--- src/rtl/mem_pkg.sv ---
// ---------------------------------------------------------------------------
// mem_pkg
// Shared definitions for the MEM-stage load/store path.
//   - LS_bit width encodings (word/half/byte)
//   - load extension encodings (sign/zero)
//   - access state encoding (IDLE/BUSY/DONE)
//   - helpers for address legality, byte enables and store-lane replication
// ---------------------------------------------------------------------------
package mem_pkg;

   localparam logic [1:0] LS_WORD  = 2'b00;
   localparam logic [1:0] LS_HALF  = 2'b01;
   localparam logic [1:0] LS_BYTE  = 2'b10;

   localparam logic       EXT_SIGN = 1'b0;
   localparam logic       EXT_ZERO = 1'b1;

   typedef enum logic [1:0] {
      ST_IDLE = 2'b00,
      ST_BUSY = 2'b01,
      ST_DONE = 2'b10
   } state_e;

   // Width code is legal and the address is naturally aligned for it.
   function automatic logic is_legal(input logic [1:0] width, input logic [1:0] off);
      logic ok;
      case (width)
         LS_WORD: ok = (off == 2'b00);
         LS_HALF: ok = (off[0] == 1'b0);
         LS_BYTE: ok = 1'b1;
         default: ok = 1'b0;
      endcase
      return ok;
   endfunction

   // Byte-enable pattern; big-endian mirrors lane L to lane 3-L.
   function automatic logic [3:0] calc_be(input logic [1:0] width, input logic [1:0] off,
                                          input logic big_endian);
      logic [1:0] lane;
      logic       hsel;
      logic [3:0] be;
      lane = big_endian ? (2'd3 - off) : off;
      hsel = big_endian ? ~off[1] : off[1];
      case (width)
         LS_BYTE: be = 4'b0001 << lane;
         LS_HALF: be = hsel ? 4'b1100 : 4'b0011;
         LS_WORD: be = 4'b1111;
         default: be = 4'b0000;
      endcase
      return be;
   endfunction

   // Store data replicated across all lanes so the enables alone pick the target.
   function automatic logic [31:0] calc_wdata(input logic [1:0] width, input logic [31:0] data);
      logic [31:0] res;
      case (width)
         LS_BYTE: res = {4{data[7:0]}};
         LS_HALF: res = {2{data[15:0]}};
         LS_WORD: res = data;
         default: res = data;
      endcase
      return res;
   endfunction

endpackage

--- src/rtl/load_formatter.sv ---
// ---------------------------------------------------------------------------
// load_formatter
// Combinational: picks the addressed byte/half out of a read word and
// sign- or zero-extends it to 32 bits. Shared with a future cache path.
// Ports:
//   i_rdata  [31:0]  raw read word
//   i_offset [1:0]   byte offset addr[1:0]
//   i_width  [1:0]   LS_WORD / LS_HALF / LS_BYTE
//   i_ext            EXT_SIGN / EXT_ZERO
//   o_data   [31:0]  formatted load result
// ---------------------------------------------------------------------------
module load_formatter
   import mem_pkg::*;
#(
   parameter bit BIG_ENDIAN = 1'b0
)(
   input  logic [31:0] i_rdata,
   input  logic [1:0]  i_offset,
   input  logic [1:0]  i_width,
   input  logic        i_ext,
   output logic [31:0] o_data
);

   logic [1:0]  w_lane;
   logic        w_hsel;
   logic [7:0]  w_byte;
   logic [15:0] w_half;

   assign w_lane = BIG_ENDIAN ? (2'd3 - i_offset) : i_offset;
   assign w_hsel = BIG_ENDIAN ? ~i_offset[1] : i_offset[1];
   assign w_half = w_hsel ? i_rdata[31:16] : i_rdata[15:0];

   // Byte lane select
   always_comb begin
      w_byte = 8'h00;
      case (w_lane)
         2'd0:    w_byte = i_rdata[7:0];
         2'd1:    w_byte = i_rdata[15:8];
         2'd2:    w_byte = i_rdata[23:16];
         2'd3:    w_byte = i_rdata[31:24];
         default: w_byte = 8'h00;
      endcase
   end

   // Width extraction and extension
   always_comb begin
      o_data = 32'h0000_0000;
      case (i_width)
         LS_WORD: o_data = i_rdata;
         LS_HALF: begin
            case (i_ext)
               EXT_SIGN: o_data = {{16{w_half[15]}}, w_half};
               EXT_ZERO: o_data = {16'h0000, w_half};
               default:  o_data = 32'h0000_0000;
            endcase
         end
         LS_BYTE: begin
            case (i_ext)
               EXT_SIGN: o_data = {{24{w_byte[7]}}, w_byte};
               EXT_ZERO: o_data = {24'h00_0000, w_byte};
               default:  o_data = 32'h0000_0000;
            endcase
         end
         default: o_data = 32'h0000_0000;
      endcase
   end

endmodule

--- src/rtl/mem_access_unit.sv ---
// ---------------------------------------------------------------------------
// mem_access_unit
// MEM-stage load/store unit. Accepts a legal access in IDLE, issues a
// registered request on the data-memory port, waits for dmem_ready (or a
// MAX_WAIT-cycle timeout) in BUSY, and reports the result in DONE.
// Ports:
//   clk, rst                       clock, synchronous active-high reset
//   req_valid, LS_bit, MemWrite,   decoded memory control from EX/MEM
//   MemtoReg, Ext_op, addr, wdata
//   stall                          hold the pipeline during the access
//   load_data, load_valid          formatted load result + strobe (DONE)
//   misalign                       illegal width/alignment, combinational
//   bus_err                        timeout strobe (DONE)
//   dmem_req/we/be/addr/wdata      data-memory request (registered)
//   dmem_ready, dmem_rdata         data-memory response
// ---------------------------------------------------------------------------
module mem_access_unit
   import mem_pkg::*;
#(
   parameter int MAX_WAIT   = 16,
   parameter bit BIG_ENDIAN = 1'b0
)(
   input  logic        clk,
   input  logic        rst,
   input  logic        req_valid,
   input  logic [1:0]  LS_bit,
   input  logic        MemWrite,
   input  logic        MemtoReg,
   input  logic        Ext_op,
   input  logic [31:0] addr,
   input  logic [31:0] wdata,
   output logic        stall,
   output logic [31:0] load_data,
   output logic        load_valid,
   output logic        misalign,
   output logic        bus_err,
   output logic        dmem_req,
   output logic        dmem_we,
   output logic [3:0]  dmem_be,
   output logic [31:0] dmem_addr,
   output logic [31:0] dmem_wdata,
   input  logic        dmem_ready,
   input  logic [31:0] dmem_rdata
);

   // Counter value seen in the last BUSY cycle before timing out.
   localparam logic [7:0] WAIT_LAST = 8'(MAX_WAIT - 1);

   state_e      r_state;
   state_e      w_next;

   logic        r_dmem_req;
   logic        r_dmem_we;
   logic [3:0]  r_dmem_be;
   logic [31:0] r_dmem_addr;
   logic [31:0] r_dmem_wdata;
   logic [31:0] r_load_data;
   logic        r_load_valid;
   logic        r_bus_err;
   logic [7:0]  r_wait_cnt;
   logic        r_is_load;
   logic [1:0]  r_width;
   logic        r_ext;
   logic [1:0]  r_off;

   logic        w_op;
   logic        w_legal;
   logic        w_idle;
   logic        w_busy;
   logic        w_accept;
   logic        w_timeout;
   logic [31:0] w_fmt_data;

   assign w_op      = req_valid & (MemWrite | MemtoReg);
   assign w_legal   = is_legal(LS_bit, addr[1:0]);
   assign w_idle    = (r_state == ST_IDLE);
   assign w_busy    = (r_state == ST_BUSY);
   assign w_accept  = w_idle & w_op & w_legal;
   // Ready has priority: timeout only counts when ready is absent.
   assign w_timeout = w_busy & ~dmem_ready & (r_wait_cnt == WAIT_LAST);

   assign misalign  = w_idle & w_op & ~w_legal;
   assign stall     = w_accept | w_busy;

   load_formatter #(
      .BIG_ENDIAN (BIG_ENDIAN)
   ) u_fmt (
      .i_rdata  (dmem_rdata),
      .i_offset (r_off),
      .i_width  (r_width),
      .i_ext    (r_ext),
      .o_data   (w_fmt_data)
   );

   // State register
   always_ff @(posedge clk) begin
      if (rst) begin
         r_state <= ST_IDLE;
      end else begin
         r_state <= w_next;
      end
   end

   // Next-state logic
   always_comb begin
      w_next = r_state;
      case (r_state)
         ST_IDLE: begin
            if (w_accept) begin
               w_next = ST_BUSY;
            end else begin
               w_next = ST_IDLE;
            end
         end
         ST_BUSY: begin
            if (dmem_ready | w_timeout) begin
               w_next = ST_DONE;
            end else begin
               w_next = ST_BUSY;
            end
         end
         ST_DONE: w_next = ST_IDLE;
         default: w_next = ST_IDLE;
      endcase
   end

   // Request, wait counter and result registers
   always_ff @(posedge clk) begin
      if (rst) begin
         r_dmem_req   <= 1'b0;
         r_dmem_we    <= 1'b0;
         r_dmem_be    <= 4'b0000;
         r_dmem_addr  <= 32'h0000_0000;
         r_dmem_wdata <= 32'h0000_0000;
         r_load_data  <= 32'h0000_0000;
         r_load_valid <= 1'b0;
         r_bus_err    <= 1'b0;
         r_wait_cnt   <= 8'd0;
         r_is_load    <= 1'b0;
         r_width      <= LS_WORD;
         r_ext        <= EXT_SIGN;
         r_off        <= 2'b00;
      end else begin
         case (r_state)
            ST_IDLE: begin
               r_load_valid <= 1'b0;
               r_bus_err    <= 1'b0;
               if (w_accept) begin
                  r_dmem_req   <= 1'b1;
                  r_dmem_we    <= MemWrite;
                  r_dmem_be    <= calc_be(LS_bit, addr[1:0], BIG_ENDIAN);
                  r_dmem_addr  <= {addr[31:2], 2'b00};
                  r_dmem_wdata <= calc_wdata(LS_bit, wdata);
                  // Store wins when both MemWrite and MemtoReg are set.
                  r_is_load    <= MemtoReg & ~MemWrite;
                  r_width      <= LS_bit;
                  r_ext        <= Ext_op;
                  r_off        <= addr[1:0];
                  r_wait_cnt   <= 8'd0;
               end
            end
            ST_BUSY: begin
               r_wait_cnt <= r_wait_cnt + 8'd1;
               if (dmem_ready) begin
                  r_dmem_req   <= 1'b0;
                  r_dmem_we    <= 1'b0;
                  r_load_valid <= r_is_load;
                  if (r_is_load) begin
                     r_load_data <= w_fmt_data;
                  end
               end else if (w_timeout) begin
                  r_dmem_req  <= 1'b0;
                  r_dmem_we   <= 1'b0;
                  r_load_data <= 32'h0000_0000;
                  r_bus_err   <= 1'b1;
               end
            end
            ST_DONE: begin
               r_load_valid <= 1'b0;
               r_bus_err    <= 1'b0;
            end
            default: begin
               r_dmem_req   <= 1'b0;
               r_dmem_we    <= 1'b0;
               r_load_valid <= 1'b0;
               r_bus_err    <= 1'b0;
            end
         endcase
      end
   end

   assign dmem_req   = r_dmem_req;
   assign dmem_we    = r_dmem_we;
   assign dmem_be    = r_dmem_be;
   assign dmem_addr  = r_dmem_addr;
   assign dmem_wdata = r_dmem_wdata;
   assign load_data  = r_load_data;
   assign load_valid = r_load_valid;
   assign bus_err    = r_bus_err;

endmodule

--- config.mk ---
export PLATFORM = sky130hd
export DESIGN_NAME = mem_access_unit
export DESIGN_NICKNAME = d
export VERILOG_FILES = /design/src/rtl/mem_pkg.sv /design/src/rtl/load_formatter.sv /design/src/rtl/mem_access_unit.sv
export SDC_FILE = /design/constraint.sdc
export NUM_CORES = 1
export LEC_CHECK = 0
export CORE_AREA = 4 4 141 143
export DETAILED_ROUTE_END_ITERATION = 6
export DIE_AREA = 0 0 145 147
export GPL_TIMING_DRIVEN = 0
export PLACE_DENSITY = 0.72
export SYNTH_ARGS = -nofsm -noshare
export SYNTH_HDL_FRONTEND = slang
export SYNTH_SLANG_ARGS = --single-unit
--- constraint.sdc ---
create_clock -name clk -period 2.1 [get_ports clk]
set_input_delay 0.315 -clock clk [delete_from_list [all_inputs] [get_ports clk]]
set_output_delay 0.315 -clock clk [all_outputs]
set_load 0.02 [all_outputs]
==> impl_metrics.env <==
export IMPL_seq_area_um2=2360
export IMPL_avgSynthCellArea_um2=8.42
export IMPL_path_clk_slew_ps=50
export IMPL_holdWs_ps=263
export IMPL_port_buffers=207
export IMPL_first_pass_iters=5
export IMPL_startpoint_type="input pin"
export IMPL_r2r_cells=7
export IMPL_fp_dieH_um=147
export IMPL_hold_violations=0
export IMPL_ios=211
export IMPL_yosysTopAreaCellShare=0.401
export IMPL_fin_skew_ps=9.55
export IMPL_timing_rr_end="load_data[22]"
export IMPL_peakVddDrop_uv=531
export IMPL_fmax_mhz=501
export IMPL_synth_cell_types=58
export IMPL_dieArea_um2=21300
export IMPL_netlist_area_um2=5890
export IMPL_clk_path_buf_depth=2
export IMPL_grt_setup_unrepaired="no"
export IMPL_cts_buffers=17
export IMPL_synth_area_leaders="dfxtp_1, a21oi_1, o21ai_0, nand3_1, a211oi_1"
export IMPL_yosysSeqAreaShare=0.401
export IMPL_path_class="in -> out"
export IMPL_placedCellCount=1141
export IMPL_hold_end="r_width[0]"
export IMPL_r2r_setup_slack_ps=170
export IMPL_outcome="finished clean"
export IMPL_worstMarginPinSlew_ps=676
export IMPL_fin_cells=1180
export IMPL_finalCriticalPeriod_ps=2000
export IMPL_reg2reg_from="r_wait_cnt[0]"
export IMPL_yosys_warnings=0
export IMPL_synth_edff_count=0
export IMPL_antenna_cells=0
export IMPL_ant_nets=0
export IMPL_gr_usage_all_layers=0.205
export IMPL_min_delay_path_depth=3
export IMPL_area_delta_synth_final_pct=51.0
export IMPL_multi_input_area_um2=3200
export IMPL_synthArstFlopShare=0
export IMPL_syn_inst=699
export IMPL_grt_pass1_wl_mm=35.1
export IMPL_globalplace_congestion=0.921
export IMPL_cp_arrival_ps=1680
export IMPL_finalWirelength_mm=22.6
export IMPL_path_max_fanout=10
export IMPL_hpwl_mm=16.7
export IMPL_vias_per_cell=5.44
export IMPL_synth_largest_area_cell="dfxtp_1"
export IMPL_layout_drive_gt1_share=0.106
export IMPL_min_from="LS_bit[0]"
export IMPL_synth_flop_cell="dfxtp_1"
export IMPL_vias=6417
export IMPL_power_density_nw_per_um2=675
export IMPL_leakage_uw=0.00303
export IMPL_crit_required_ps=1780
export IMPL_grt_max_degree=17
export IMPL_grt_ovfl_total=0
export IMPL_drv_slew=0
export IMPL_relSlewSlack=0.549
export IMPL_cp_end_kind="primary output"
export IMPL_maxCapViolCount=0
export IMPL_antenna_found_initial=0
export IMPL_clk_latency_ps=420
export IMPL_core_area_um2=18600
export IMPL_wl_per_cell_um=19.2
export IMPL_cts_root_buf="clkbuf_16"
export IMPL_postCtsHoldBufs=0
export IMPL_clock_sinks=118
export IMPL_power_uw=6000
export IMPL_start_util=0.317
export IMPL_fin_nets=1043
export IMPL_drt_iter0_drc=411
export IMPL_fp_row_count=50
export IMPL_drc_errors=0
export IMPL_die_width_um=145
export IMPL_finalSetupViolCount=0
export IMPL_finish_utilization=0.478
export IMPL_ys_ff_latch=118
export IMPL_tritoncts="done"
export IMPL_hold_path_class="in -> reg"
export IMPL_fin_crit_sh=0.950
export IMPL_n_fill_cell=1766
export IMPL_grt_pass1_vias=6348
export IMPL_htreeDepth=4
[report_power, final]
part	internal (uW)	total, uW	leakage (uW)	switching, uW
Clock	1540	2620	0.000254	1090
Sequential	2300	2330	0.000956	34.9
Combinational	465	1050	0.00182	580
[worst max path at each step]
stage,depth (start not counted),slack [ps],start,end
final,6,100,MemWrite,misalign
after global routing,6,10,MemWrite,misalign
after CTS,7,8,r_wait_cnt[0],load_data[22]
after floorplan,6,290,LS_bit[0],stall
after global placement,8,-1100,LS_bit[1],stall
after detailed placement,8,-1120,LS_bit[1],stall
[cells in the mapped netlist (all sizes together), types with 2 or more instances]
master / n
a211oi: 24
a21oi: 100
a221oi: 2
a22o: 8
a22oi: 8
a311oi: 10
a31oi: 3
and3: 3
buf: 34
clkbuf: 43
dfxtp: 118
ha: 5
inv: 7
mux2i: 13
mux4: 6
nand2: 39
nand2b: 13
nand3: 55
nor2: 5
nor2b: 8
nor3: 7
nor4: 2
o2111ai: 16
o211ai: 4
o21a: 4
o21ai: 107
o221ai: 7
o22ai: 11
or2: 2
or3: 2
or3b: 17
[worst max-delay path, cell delays in order]
cell and delay, ps:
clkdlybuf4s50_1 480, o211ai_1 320, buf_4 180, buf_4 170, nor2_2 60, buf_4 150
[flip-flops by register name, indices dropped and copies added, names as in the netlist, 2 cells and up]
register    count
dmem_addr      30
dmem_wdata     32
r_width         2
dmem_be         4
load_data      32
r_wait_cnt      8
r_state         2
r_off           2
[cells by family (layout without fill, tap and decap cells)]
family	count (synthesis)	in the layout	synth area share
other	1	2	0.000637
AND/OR/NAND/NOR	159	159	0.151
flip-flops	118	118	0.401
adder cells (fa/ha/maj)	5	5	0.0106
AO/OA/AOI/OAI	313	313	0.327
multiplexers	19	19	0.0450
buffers and inverters	84	330	0.0642
[cells in the final DEF (no fill, tap or decap), drive strengths merged, types with 2 or more instances in the layout]
master and n:
a31oi 3, or2 2, or3 2, mux2i 13
ha 5, o21ai 107, clkbuf 64, nor3 7
or3b 17, a21oi 100, o22ai 11, clkinv 6
nand2b 13, a211oi 24, nor2 5, a22o 8
clkdlybuf4s50 201, clkinvlp 3, and3 3, a22oi 8
o21a 4, mux4 6, nor2b 8, inv 9
nor4 2, conb 2, a221oi 2, o211ai 4
buf 45, nand2 39, nand3 55, o2111ai 16
o221ai 7, a311oi 10, dfxtp 118
[routing by layer]
layer / vias to the layer above / track usage / part of all wire
met5: - / 0 / 0
met4: 0 / 0.0646 / 0.020
met3: 32 / 0.0753 / 0.095
met2: 271 / 0.337 / 0.47
met1: 2997 / 0.252 / 0.41
li1: 3117 / - / -
[through the flow]
stage                     setup WS (ps)  area (um^2)  setup TNS [ps]
after CTS                          7.81         8870               0
after global routing               10.3         8890               0
final                               105         8890               0
after global placement            -1100         8260          -37070
after detailed placement          -1120         8260          -41410
after floorplan                     286         5890               0
[layout make-up]
class | instances | share of cell area
plain buffers | 76 | 0.0397
clock buffers | 21 | 0.0507
clock inverters | 11 | 0.00873
inverters | 7 | 0.00324
multi-input cells | 498 | 0.360
flip-flops and latches | 118 | 0.266
well taps | 234 | 0.0329
repair buffers | 215 | 0.239
[repair_timing]
item,CTS,global route
gates resized for setup,27,12
buffers inserted,8,0
endpoints found under the setup margin,50,13
pin swaps,4,1
No activity file was read; power rests on OpenSTA's default activity.
